**src/rtl/iter_branch_cmp_if.sv**
```systemverilog
// Request/response bundle for the iterative branch comparator.
// The master drives operands and function; the slave returns the branch decision.
interface iter_branch_cmp_if #(
  parameter int N = 32
);
  logic [N-1:0] vin_a;
  logic [N-1:0] vin_b;
  logic [2:0]   func;
  logic         in_valid;
  logic         in_ready;
  logic         out_valid;
  logic         out_ready;
  logic         vout;
  logic         illegal;

  modport master (
    output vin_a, vin_b, func, in_valid, out_ready,
    input  in_ready, out_valid, vout, illegal
  );

  modport slave (
    input  vin_a, vin_b, func, in_valid, out_ready,
    output in_ready, out_valid, vout, illegal
  );
endinterface

```
**src/rtl/iter_branch_cmp.sv**
```systemverilog
// RV32I branch resolver: scans W-bit slices MSB-first and stops at the first difference.
// Latency is j+1 cycles (S for equal operands, 1 for illegal funct3); the result is held until out_ready.
module iter_branch_cmp #(
  parameter int N = 32,
  parameter int W = 8
) (
  input  logic            clk,
  input  logic            rst_n,
  iter_branch_cmp_if.slave bus
);

  localparam int S  = N / W;
  localparam int KW = (S > 1) ? $clog2(S) : 1;
  localparam logic [KW-1:0] K_TOP   = KW'(S - 1);
  localparam logic [W-1:0]  MSB_BIT = W'(1) << (W - 1);

  typedef enum logic [1:0] {
    IDLE = 2'd0,
    RUN  = 2'd1,
    DONE = 2'd2
  } state_t;

  state_t        state_q, state_d;
  logic [N-1:0]  a_q, a_d;
  logic [N-1:0]  b_q, b_d;
  logic [2:0]    func_q, func_d;
  logic [KW-1:0] k_q, k_d;
  logic          vout_q, vout_d;
  logic          illegal_q, illegal_d;

  logic [W-1:0]  a_key;
  logic [W-1:0]  b_key;
  logic          signed_slice;
  logic          slice_eq;
  logic          slice_lt;

  function automatic logic resolve(input logic [2:0] f, input logic eq, input logic lt);
    case (f)
      3'b000:         return eq;
      3'b001:         return !eq;
      3'b100, 3'b110: return lt;
      3'b101, 3'b111: return !lt;
      default:        return 1'b0;
    endcase
  endfunction

  always_ff @(posedge clk or negedge rst_n) begin
    if (!rst_n) begin
      state_q   <= IDLE;
      a_q       <= '0;
      b_q       <= '0;
      func_q    <= '0;
      k_q       <= '0;
      vout_q    <= 1'b0;
      illegal_q <= 1'b0;
    end else begin
      state_q   <= state_d;
      a_q       <= a_d;
      b_q       <= b_d;
      func_q    <= func_d;
      k_q       <= k_d;
      vout_q    <= vout_d;
      illegal_q <= illegal_d;
    end
  end

  // Operands shift left each step, so the slice under test always sits at the top.
  // Flipping the sign bit turns the signed top-slice compare into an unsigned one.
  always_comb begin
    signed_slice = (k_q == K_TOP) && (func_q[2:1] == 2'b10);
    a_key        = a_q[N-1 -: W] ^ (signed_slice ? MSB_BIT : '0);
    b_key        = b_q[N-1 -: W] ^ (signed_slice ? MSB_BIT : '0);
    slice_eq     = (a_key == b_key);
    slice_lt     = (a_key < b_key);
  end

  always_comb begin
    state_d   = state_q;
    a_d       = a_q;
    b_d       = b_q;
    func_d    = func_q;
    k_d       = k_q;
    vout_d    = vout_q;
    illegal_d = illegal_q;

    case (state_q)
      IDLE: begin
        if (bus.in_valid) begin
          a_d       = bus.vin_a;
          b_d       = bus.vin_b;
          func_d    = bus.func;
          k_d       = K_TOP;
          illegal_d = (bus.func[2:1] == 2'b01);
          state_d   = RUN;
        end
      end
      RUN: begin
        // An illegal request spends one cycle here so it reports with the same timing as a first-slice hit.
        if (illegal_q) begin
          vout_d  = 1'b0;
          state_d = DONE;
        end else if (!slice_eq) begin
          vout_d  = resolve(func_q, 1'b0, slice_lt);
          state_d = DONE;
        end else if (k_q == '0) begin
          vout_d  = resolve(func_q, 1'b1, 1'b0);
          state_d = DONE;
        end else begin
          k_d = k_q - 1'b1;
          a_d = a_q << W;
          b_d = b_q << W;
        end
      end
      DONE: begin
        if (bus.out_ready) begin
          state_d = IDLE;
        end
      end
      default: state_d = IDLE;
    endcase
  end

  assign bus.in_ready  = (state_q == IDLE);
  assign bus.out_valid = (state_q == DONE);
  assign bus.vout      = vout_q;
  assign bus.illegal   = illegal_q;

endmodule

```
**src/flat_wrapper.sv**
```systemverilog
// flat-port wrapper written by rule: the top's interface ports become plain ports
module iter_branch_cmp_flat 
#(
  parameter int N = 32,
  parameter int W = 8
)
  (clk, rst_n, bus_vin_a, bus_vin_b, bus_func, bus_in_valid, bus_out_ready, bus_in_ready, bus_out_valid, bus_vout, bus_illegal);
  iter_branch_cmp_if #(.N(N)) bus_i ();
  input  logic clk;
  input  logic rst_n;
  input wire logic [$bits(bus_i.vin_a)-1:0] bus_vin_a;
  input wire logic [$bits(bus_i.vin_b)-1:0] bus_vin_b;
  input wire logic [$bits(bus_i.func)-1:0] bus_func;
  input wire logic [$bits(bus_i.in_valid)-1:0] bus_in_valid;
  input wire logic [$bits(bus_i.out_ready)-1:0] bus_out_ready;
  output wire logic [$bits(bus_i.in_ready)-1:0] bus_in_ready;
  output wire logic [$bits(bus_i.out_valid)-1:0] bus_out_valid;
  output wire logic [$bits(bus_i.vout)-1:0] bus_vout;
  output wire logic [$bits(bus_i.illegal)-1:0] bus_illegal;
  assign bus_i.vin_a = bus_vin_a;
  assign bus_i.vin_b = bus_vin_b;
  assign bus_i.func = bus_func;
  assign bus_i.in_valid = bus_in_valid;
  assign bus_i.out_ready = bus_out_ready;
  assign bus_in_ready = bus_i.in_ready;
  assign bus_out_valid = bus_i.out_valid;
  assign bus_vout = bus_i.vout;
  assign bus_illegal = bus_i.illegal;
  iter_branch_cmp #(.N(N), .W(W)) u_core (.clk(clk), .rst_n(rst_n), .bus(bus_i));
endmodule
```
**config.mk**
```make
export PLATFORM = sky130hd
export DESIGN_NAME = iter_branch_cmp_flat
export DESIGN_NICKNAME = d
export VERILOG_FILES = /design/src/rtl/iter_branch_cmp_if.sv /design/src/rtl/iter_branch_cmp.sv /design/src/flat_wrapper.sv
export SDC_FILE = /design/constraint.sdc
export NUM_CORES = 1
export LEC_CHECK = 0
export CORE_UTILIZATION = 46
export DETAILED_ROUTE_END_ITERATION = 7
export PLACE_DENSITY = 0.76
export SLEW_MARGIN = 20
export SYNTH_ARGS = -nofsm -noshare
export SYNTH_HDL_FRONTEND = slang
export SYNTH_SLANG_ARGS = --single-unit
```
**constraint.sdc**
```tcl
create_clock -name clk -period 1.9 [get_ports clk]
set_input_delay 0.38 -clock clk [delete_from_list [all_inputs] [get_ports clk]]
set_output_delay 0.38 -clock clk [all_outputs]
set_load 0.1 [all_outputs]
```
==> results of run 1 <==
power groups by stage:
stage | Sequential [mW] | Clock, mW | Combinational, mW
after floorplan | 2.73 | 0 | 2.12
after global placement | 2.74 | 0 | 2.87
after detailed placement | 2.78 | 0 | 2.97
after CTS | 2.77 | 1.27 | 3.12
after global routing | 2.88 | 1.34 | 3.83
final | 2.81 | 1.26 | 3.54
area by class of cell:
type / count / area [um2]
clock inverter: 5 / 53.80
timing repair buffer: 91 / 987.2
fill: 558 / 2424
sequential: 73 / 1828
inverter: 14 / 55.05
multi-input combinational: 215 / 1630
tap: 99 / 123.9
clock buffer: 11 / 151.4
per-stage QoR:
stage	power, mW	cell area (um2)	util	hold slack, ps
floorplan	4.843	3492	-	84.41
global placement	5.605	4384	0.6045	299.4
detailed placement	5.754	4384	0.6045	300.3
CTS	7.169	4678	0.6450	471.8
global route	8.056	4830	0.6659	506.4
finish	7.608	4830	0.6659	470.7
state kept, by name (all words and copies together) (netlist names):
name                flops
u_core.bus.illegal      1
u_core.a_q             32
u_core.state_q          2
u_core.k_q              2
u_core.b_q             32
u_core.func_q           3
u_core.bus.vout         1
worst register-to-register path: cells and delay by family (launching register included):
kind / cells / cell delay, ps
DFF: 1 / 360
AOI/OAI and AO/OA: 2 / 420
and+or+nand+nor: 2 / 420
buffers and inverters: 2 / 280
adders and majority gates: 1 / 310
cells in the final DEF, fill, tap and decap left out, types with 2 or more instances in the layout:
cell type	instances
nor2b_4	2
o21ai_0	7
ha_4	4
mux2_2	2
dfrtp_1	72
clkbuf_8	11
a22o_1	16
inv_1	12
mux2i_1	48
ha_1	4
buf_12	8
clkdlybuf4s50_1	69
and3_4	2
o21ai_1	47
a21oi_2	3
and2_4	2
nand2b_1	2
a31oi_1	2
nor3_1	2
clkinv_2	3
a21oi_1	3
buf_4	11
nand2_1	49
worst paths after layout:
check	startpoint	end	slack (ps)	depth (start not counted)
max	u_core.b_q[26]$_DFFE_PN0P_	u_core.b_q[2]$_DFFE_PN0P_	-0.2	7
min reg2reg	u_core.a_q[16]$_DFFE_PN0P_	u_core.a_q[16]$_DFFE_PN0P_	490	2
max reg2reg	u_core.b_q[26]$_DFFE_PN0P_	u_core.b_q[2]$_DFFE_PN0P_	-0.2	7
min	rst_n	u_core.a_q[10]$_DFFE_PN0P_	470	2
min in group clk	u_core.a_q[16]$_DFFE_PN0P_	u_core.a_q[16]$_DFFE_PN0P_	490	2
max in group asynchronous	rst_n	u_core.b_q[12]$_DFFE_PN0P_	850	3
metal layers:
metal,up-vias,routed length [um],part of all wire,GRT usage
met2,80,4105,0.50,0.3336
met1,1348,3546,0.43,0.2691
met3,23,314,0.038,0.04011
met5,-,0,0,0
li1,1291,-,-,-
met4,0,240,0.029,0.1173
cell families (layout without fill, tap and decap cells):
logic type               after synthesis  after routing  share of synthesized area
multiplexers                          50             50                     0.1451
AND/OR/NAND/NOR                       71             71                    0.09419
AO/OA/AOI/OAI                         84             84                     0.1487
buffers and inverters                 35            121                    0.04799
adder cells (fa/ha/maj)                9              9                    0.03248
XOR/XNOR                               1              1                   0.004693
flip-flops                            73             73                     0.5269
what timing repair did:
item | CTS | global route
gates resized for setup | 4 | 20
cloned | 1 | 0
hold endpoints to repair | 21 | 0
setup buffers | 1 | 6
setup endpoints to repair | 5 | 66
pin swaps | 3 | 10
hold buffers | 1 | 0
==> qor.yml, run 1 <==
yosys:
  synth_top_cell_area_share: 0.5269
  syn_area_um2: 3467
  synth.net_count: 403
  syn_avg_cell_area_um2: 10.73
  synth.area.top_cells: "dfrtp_1 (53%), mux2i_1 (14%), o21ai_1 (6.8%), nand2_1 (5.4%), a22o_1 (4.0%)"
  synth_edf_count: 0
  ys_types: 38
  synth_seq_cells: 73
  synthArstFlopShare: 1.000
  yosys-top-cells-count: "dfrtp_1 (73), nand2_1 (50), mux2i_1 (48)"
  post-synth-top-area-cell: "dfrtp_1"
  yosysWarnings: 0
  synth.yosys.seq_area_share: 0.5269
  synth.most_common_cell: "dfrtp_1"
  synthCells: 323
  ys_dominant_reg_cell: "dfrtp_1"
sta:
  final_max_slew_viol_count: 0
  rsz0062_at_grt: "yes"
  hold_viol_final: 0
  slew_headroom: 0.7485
  fin_crit_sh: 1.000
  setup_viol: 1
  tightest_slew_ps: 373.3
  fmax_ghz: 0.5263
  tns_ps: -0.2300
  min_period_ps: 1900
  skew_ps: 9.944
  setup_slack_ps: -0.2300
routing:
  wirelength_mm: 8.206
  vias: 2742
  routed_via_density: 5.398
  post_drt_wl_per_cell_um: 16.15
  drtPass1Iterations: 4
  drc: 0
  drtIter0Drc: 189
  ant_nets: 0
floorplan:
  start_util: 0.4780
  rows: 31
  io_pins: 75
  die_area_um2: 7888
  die_w_um: 88.82
  fp.coreArea_um2: 7253
  die_h_um: 88.82
power:
  powerDensity_nw_per_um2: 1575
  p_leak_nw: 2.099
  p_int_mw: 4.641
  p_clk_frac: 0.166
  combPwrFrac: 0.465
  p_sw_frac: 0.3900
  power_switching_mw: 2.967
  pwr-share-seq: 0.369
  vdd_drop_max_uv: 559.7
run_status:
  status: "complete, but fails checks"
  violations: "negative setup slack"
global_routing:
  grt_pass1_vias: 2620
  grt.total_usage: 0.2095
  grt-ovfl-total: 0
  grt_max_degree: 54
  antenna_found_initial: 0
  grt_pass1_wl_mm: 12.32
cells_and_area:
  syn_to_final_growth_pct: 39.30
  diodes: 0
  drive_above_1_share: 0.1614
  final_cells: 508
  final_nets: 484
clock_network:
  cts_max_path_buffers: 2
  cts_root_buffer: "clkbuf_8"
  clkSinkCount: 73
  clkLatencyLatePin_ps: 340
  cts-htree-levels: 3
  tritoncts: "done"
  cts_made_buffers: 9
  clkTransAtPathRegs_ps: 80
critical_path:
  required_ps: 2130
  cp_top_family: "simple AND/OR/NAND/NOR gates"
  criticalPathCategory: "reg -> reg"
  critPathBufInv: 2
  worstSetupEndpointType: "flip-flop"
  max_stage_delay_ps: 360
  cp_cell_sequence: "inv_1 > ha_1 > nand4_1 > nor3_4 > a31oi_4 > buf_12 > a22o_1"
  critical_path_arrival_ps: 2130
  cp_max_fo: 53
  crit_path_start_kind: "flip-flop"
  slowest_stage: "dfrtp_1"
run:
  maxCapViolCount: 0
placed_design:
  gp_congestion: 0.8296
  hpwlAfterDp_mm: 5.350
  pre_cts_ws_ps: -73.26
  placed_cells: 483
  portBuffers: 74
hold_path:
  hp-class: "in -> async"
Power figures use the tool's default switching activity.
==> run 2, diff against run 1 <==
CELL_PAD_IN_SITES_DETAIL_PLACEMENT = 0   (was default)
CELL_PAD_IN_SITES_GLOBAL_PLACEMENT = 1   (was default)
CORE_UTILIZATION = 35   (was 46)
PLACE_DENSITY = default   (was 0.76)
PLACE_DENSITY_LB_ADDON = 0.1   (was default)
==> qor.yml, run 2 (synthesis gave the netlist of run 1 again) <==
clock_network:
  clkLatencyLatePin_ps: 360  # was 340 ps
  cts-htree-levels: 3  # unchanged
  tritoncts: "done"  # unchanged
  cts_made_buffers: 9  # unchanged
  clkTransAtPathRegs_ps: 80  # about the same
  clkSinkCount: 73  # unchanged
  cts_max_path_buffers: 2  # unchanged
  cts_root_buffer: "clkbuf_8"  # unchanged
routing:
  routed_via_density: 4.745  # was 5.398
  post_drt_wl_per_cell_um: 15.56  # was 16.15 um
  wirelength_mm: 8.653  # was 8.206 mm
  ant_nets: 0  # unchanged
  drc: 0  # unchanged
  drtPass1Iterations: 4  # unchanged
  drtIter0Drc: 116  # was 189
  vias: 2638  # was 2742
cells_and_area:
  layout.cells.most_common: "dfrtp_1"  # unchanged
  top_regs: "u_core.a_q (32), u_core.b_q (32), u_core.func_q (3)"  # unchanged
  fin_util: 0.5417  # was 0.6659
  final_cells: 556  # was 508
  syn_to_final_growth_pct: 47.09  # was 39.30%
  drive_above_1_share: 0.2412  # was 0.1614
  final_nets: 503  # was 484
  diodes: 0  # unchanged
  fillers: 875  # was 558
  design_area_um2: 5100  # was 4830 um2
  layout_common_cells: "dfrtp_1 (72), clkdlybuf4s50_1 (69), mux2i_1 (48)"  # was dfrtp_1 (72), clkdlybuf4s50_1 (69), nand2_1 (49)
floorplan:
  die_w_um: 101.5  # was 88.82 um
  die_h_um: 101.5  # was 88.82 um
  die_area_um2: 10310  # was 7888 um2
  io_pins: 75  # unchanged
  start_util: 0.3682  # was 0.4780
  fp.coreArea_um2: 9415  # was 7253 um2
  rows: 35  # was 31
critical_path:
  criticalPathCategory: "reg -> reg"  # unchanged
  cp_max_fo: 5  # was 53
  rrSetupSlack_ps: -40  # was -0.2 ps
  timing.rr.end: "u_core.b_q[5]$_DFFE_PN0P_"  # was u_core.b_q[2]$_DFFE_PN0P_
  r2r-start: "u_core.a_q[30]$_DFFE_PN0P_"  # was u_core.b_q[26]$_DFFE_PN0P_
  crit_path_start_kind: "flip-flop"  # unchanged
  critical_path_arrival_ps: 2190  # was 2130 ps
  r2r_cells: 7  # unchanged
  required_ps: 2150  # was 2130 ps
  worstSetupEndpointType: "flip-flop"  # unchanged
sta:
  setup_viol: 14  # was 1
  hold_viol_final: 0  # unchanged
  slew_headroom: 0.7381  # was 0.7485
  min_period_ps: 1942  # was 1900 ps
  fmax_ghz: 0.5148  # was 0.5263 GHz
  tns_ps: -390.1  # was -0.2300 ps
  fin_hold_ws_ps: 477.7  # was 470.7 ps
  skew_ps: 8.473  # was 9.944 ps
  fin_crit_sh: 1.022  # was 1.000
  rsz0062_at_grt: "yes"  # unchanged
  tightest_slew_ps: 392.6  # was 373.3 ps
  final_max_slew_viol_count: 0  # unchanged
  setup_slack_ps: -42.47  # was -0.2300 ps
global_routing:
  grt-ovfl-total: 0  # unchanged
  grt_pass1_vias: 2500  # was 2620
  grt_pass1_wl_mm: 12.87  # was 12.32 mm
  antenna_found_initial: 0  # unchanged
  grt.total_usage: 0.1673  # was 0.2095
  grt_max_degree: 57  # was 54
hold_path:
  hp-class: "in -> async"  # unchanged
placed_design:
  placed_cells: 519  # was 483
  hpwlAfterDp_mm: 5.486  # was 5.350 mm
  gp_congestion: 0.7804  # was 0.8296
  portBuffers: 74  # unchanged
  pre_cts_ws_ps: -74.75  # was -73.26 ps
  post_dp_cell_area_um2: 4467  # was 4384 um2
power:
  p_sw_frac: 0.3885  # was 0.3900
  p_leak_nw: 2.221  # was 2.099 nW
  p_int_mw: 4.762  # was 4.641 mW
  p_clk_frac: 0.145  # was 0.166
  power.total_mw: 7.788  # was 7.608 mW
  pwr-share-seq: 0.356  # was 0.369
  vdd_drop_max_uv: 607.8  # was 559.7 uV
  power_switching_mw: 3.026  # was 2.967 mW
  powerDensity_nw_per_um2: 1527  # was 1575 nW/um2
  combPwrFrac: 0.499  # was 0.465
run_status:
  status: "complete, but fails checks"  # unchanged
  violations: "negative setup slack"  # unchanged
run:
  maxCapViolCount: 0  # unchanged
[run 2: final cells by class]
class | instances | area (um2) | share of cell area
Clock buffer | 11 | 151.4 | 0.02969
Clock inverter | 4 | 28.78 | 0.005643
Inverter | 14 | 55.05 | 0.01079
Multi-Input combinational cell | 215 | 1645 | 0.3226
Sequential cell | 73 | 1828 | 0.3584
Tap cell | 129 | 161.4 | 0.03165
Timing Repair Buffer | 110 | 1230 | 0.2412
[run 2: power groups by stage]
| stage | combinational [mW] | sequential [mW] | clock [mW] |
|---|---|---|---|
| global route | 4.26 | 2.86 | 1.24 |
| floorplan | 2.12 | 2.73 | 0 |
| CTS | 3.22 | 2.73 | 1.16 |
| finish | 3.89 | 2.77 | 1.13 |
| detailed placement | 3.10 | 2.77 | 0 |
| global placement | 3.06 | 2.74 | 0 |
[run 2: how the worst max path moves through the flow]
stage / startpoint / to / slack [ps] / cells past startpoint
2_1_floorplan: u_core.state_q[1]$_DFFE_PN0P_ / u_core.b_q[2]$_DFFE_PN0P_ / -20 / 7
5_1_grt: u_core.a_q[30]$_DFFE_PN0P_ / u_core.a_q[7]$_DFFE_PN0P_ / -100 / 7
3_3_place_gp: u_core.a_q[29]$_DFFE_PN0P_ / u_core.k_q[1]$_DFFE_PN0P_ / 20 / 8
3_5_place_dp: u_core.a_q[30]$_DFFE_PN0P_ / u_core.k_q[1]$_DFFE_PN0P_ / -70 / 8
6_report: u_core.a_q[30]$_DFFE_PN0P_ / u_core.b_q[5]$_DFFE_PN0P_ / -40 / 7
4_1_cts: u_core.b_q[25]$_DFFE_PN0P_ / u_core.bus.vout$_DFFE_PN0P_ / -9 / 7
[run 2: timing repair]
| action | CTS | global route |
|---|---|---|
| hold buffers | 1 | 0 |
| setup buffers | 3 | 11 |
| gates resized for setup | 5 | 49 |
| hold endpoints to repair | 25 | 0 |
| pin swaps | 2 | 13 |
| cloned | 0 | 7 |
| endpoints found under the setup margin | 4 | 55 |
[run 2: worst max-delay path, cell delays in order, from the launching register on]
cell       delay (ps)
dfrtp_1           400
ha_1              360
nand3_4           120
nor3_4            260
a31oi_4           170
buf_6             190
clkbuf_16         160
a22o_1            180
[run 2: routing by layer]
metal	track usage	wire length (um)
met1	0.2281	4167
met2	0.2474	3901
met3	0.04555	407
met4	0.07692	175
met5	0	0
==> run 3, diff against run 2 <==
CORE_UTILIZATION = 44   (was 35)
DONT_BUFFER_PORTS = 1   (was default)
==> qor.yml, run 3 (synthesis gave the netlist of run 1 again) <==
run_status:
  status: "complete, but fails checks"  # unchanged
  violations: "negative hold slack"  # was negative setup slack
routing:
  routed_via_density: 5.172  # was 4.745
  wirelength_mm: 6.829  # was 8.653 mm
  vias: 2250  # was 2638
  drtIter0Drc: 89  # was 116
  drtPass1Iterations: 4  # unchanged
  ant_nets: 0  # unchanged
  drc: 0  # unchanged
  post_drt_wl_per_cell_um: 15.70  # was 15.56 um
critical_path:
  worstSetupEndpointType: "flip-flop"  # unchanged
  rrSetupSlack_ps: 10  # was -40 ps
  critical_path_arrival_ps: 2150  # was 2190 ps
  criticalPathCategory: "reg -> reg"  # unchanged
  r2r-start: "u_core.a_q[25]$_DFFE_PN0P_"  # was u_core.a_q[30]$_DFFE_PN0P_
  crit_start: "u_core.a_q[25]$_DFFE_PN0P_"  # was u_core.a_q[30]$_DFFE_PN0P_
  required_ps: 2160  # was 2150 ps
  crit_path_start_kind: "flip-flop"  # unchanged
  crit_path_end: "u_core.bus.vout$_DFFE_PN0P_"  # was u_core.b_q[5]$_DFFE_PN0P_
  r2r_cells: 6  # was 7
  timing.rr.end: "u_core.bus.vout$_DFFE_PN0P_"  # was u_core.b_q[5]$_DFFE_PN0P_
  cp_max_fo: 2  # was 5
sta:
  setup_viol: 0  # was 14
  rsz0062_at_grt: "yes"  # unchanged
  fin_hold_ws_ps: -285.8  # was 477.7 ps
  tns_ps: 0  # was -390.1 ps
  fin_crit_sh: 0.9924  # was 1.022
  fmax_ghz: 0.5303  # was 0.5148 GHz
  final_max_slew_viol_count: 0  # unchanged
  skew_ps: 12.42  # was 8.473 ps
  min_period_ps: 1886  # was 1942 ps
  slew_headroom: 0.7279  # was 0.7381
  tightest_slew_ps: 397.9  # was 392.6 ps
  hold_viol_final: 73  # was 0
cells_and_area:
  ff_latch_area_um2: 1828  # unchanged
  top_regs: "u_core.a_q (32), u_core.b_q (32), u_core.func_q (3)"  # unchanged
  drive_above_1_share: 0.1291  # was 0.2412
  final_cells: 435  # was 556
  multi_input_comb_area_um2: 1491  # was 1645 um2
  layout_common_cells: "dfrtp_1 (72), nand2_1 (50), mux2i_1 (48)"  # was dfrtp_1 (72), clkdlybuf4s50_1 (69), mux2i_1 (48)
  fin_util: 0.5011  # was 0.5417
  fillers: 741  # was 875
  syn_to_final_growth_pct: 11.11  # was 47.09%
  diodes: 0  # unchanged
  final_nets: 408  # was 503
  layout.cells.most_common: "dfrtp_1"  # unchanged
clock_network:
  clkSinkCount: 73  # unchanged
  cts_max_path_buffers: 2  # unchanged
  clkTransAtPathRegs_ps: 80  # about the same
  cts_root_buffer: "clkbuf_8"  # unchanged
  tritoncts: "done"  # unchanged
  clkLatencyLatePin_ps: 350  # was 360 ps
  cts_made_buffers: 9  # unchanged
  cts-htree-levels: 3  # unchanged
power:
  power.total_mw: 6.664  # was 7.788 mW
  powerDensity_nw_per_um2: 1730  # was 1527 nW/um2
  p_leak_nw: 1.731  # was 2.221 nW
  vdd_drop_max_uv: 619.9  # was 607.8 uV
floorplan:
  die_w_um: 90.77  # was 101.5 um
  rows: 32  # was 35
  fp.coreArea_um2: 7687  # was 9415 um2
  die_h_um: 90.77  # was 101.5 um
  start_util: 0.4510  # was 0.3682
  die_area_um2: 8238  # was 10310 um2
  io_pins: 75  # unchanged
global_routing:
  antenna_found_initial: 0  # unchanged
  grt_pass1_vias: 2273  # was 2500
  grt-ovfl-total: 0  # unchanged
  grt_max_degree: 74  # was 57
  grt.total_usage: 0.1838  # was 0.1673
  grt_pass1_wl_mm: 11.63  # was 12.87 mm
hold_path:
  hp-class: "in -> async"  # unchanged
run:
  maxCapViolCount: 0  # unchanged
placed_design:
  portBuffers: 0  # was 74
  gp_congestion: 0.7513  # was 0.7804
  placed_cells: 417  # was 519
  hpwlAfterDp_mm: 4.808  # was 5.486 mm
-- run 3: changes by cell type in the layout (fill, tap and decap cells not counted), sizes merged --
cell and delta:
dlygate4sd3 -1, clkbuf -3, bufinv +1, buf -21
clkinv -1, clkdlybuf4s50 -69
-- run 3: layout make-up --
| type | count | area share |
|---|---|---|
| Inverter | 14 | 0.01364 |
| Timing Repair Buffer | 15 | 0.03573 |
| Clock inverter | 4 | 0.01299 |
| Multi-Input combinational cell | 215 | 0.3871 |
| Sequential cell | 73 | 0.4745 |
| Clock buffer | 12 | 0.04287 |
| Tap cell | 102 | 0.03313 |
-- run 3: report_power, final --
part	internal [mW]	switching (mW)	leakage [nW]
Sequential	2.28	0.440	0.899
Clock	0.712	0.579	0.105
Combinational	1.15	1.50	0.728
Total	4.14	2.52	1.73
-- run 3: critical path, stage by stage, from the launching register on --
cell      delay, ps
dfrtp_1         390
ha_1            300
nor2b_1         130
o211ai_1        240
a211oi_1        110
or4b_1          480
a31oi_1         150
-- run 3: metal layers --
metal / share of wire / global-route usage / up-vias
met5: 0 / 0 / -
met4: 0.024 / 0.09677 / 0
met3: 0.053 / 0.04882 / 11
met2: 0.43 / 0.2639 / 47
met1: 0.49 / 0.2533 / 1053
li1: - / - / 1139
-- run 3: what timing repair did --
action                     4_1_cts  5_1_grt
cloned                           0        0
pin swaps                        6        2
setup endpoints to repair        1       67
hold endpoints to repair        73       73
buffers inserted                 2        0
gates resized for setup          0        0
-- run 3: metrics by stage --
step / area, um2 / setup slack [ps]
after CTS: 3852 / -59.68
after global placement: 3622 / 8.829
after floorplan: 3492 / -19.14
final: 3852 / 14.41
after global routing: 3852 / -149.5
after detailed placement: 3622 / -48.53
-- run 3: worst min-delay path by stage --
stage	startpoint	endpoint	slack, ps	cells past startpoint
detailed placement	rst_n	u_core.state_q[1]$_DFFE_PN0P_	90	0
global route	rst_n	u_core.func_q[2]$_DFFE_PN0P_	-300	0
finish	rst_n	u_core.state_q[1]$_DFFE_PN0P_	-290	0
floorplan	rst_n	u_core.a_q[0]$_DFFE_PN0P_	80	0
global placement	rst_n	u_core.func_q[2]$_DFFE_PN0P_	90	0
CTS	rst_n	u_core.state_q[1]$_DFFE_PN0P_	-290	0
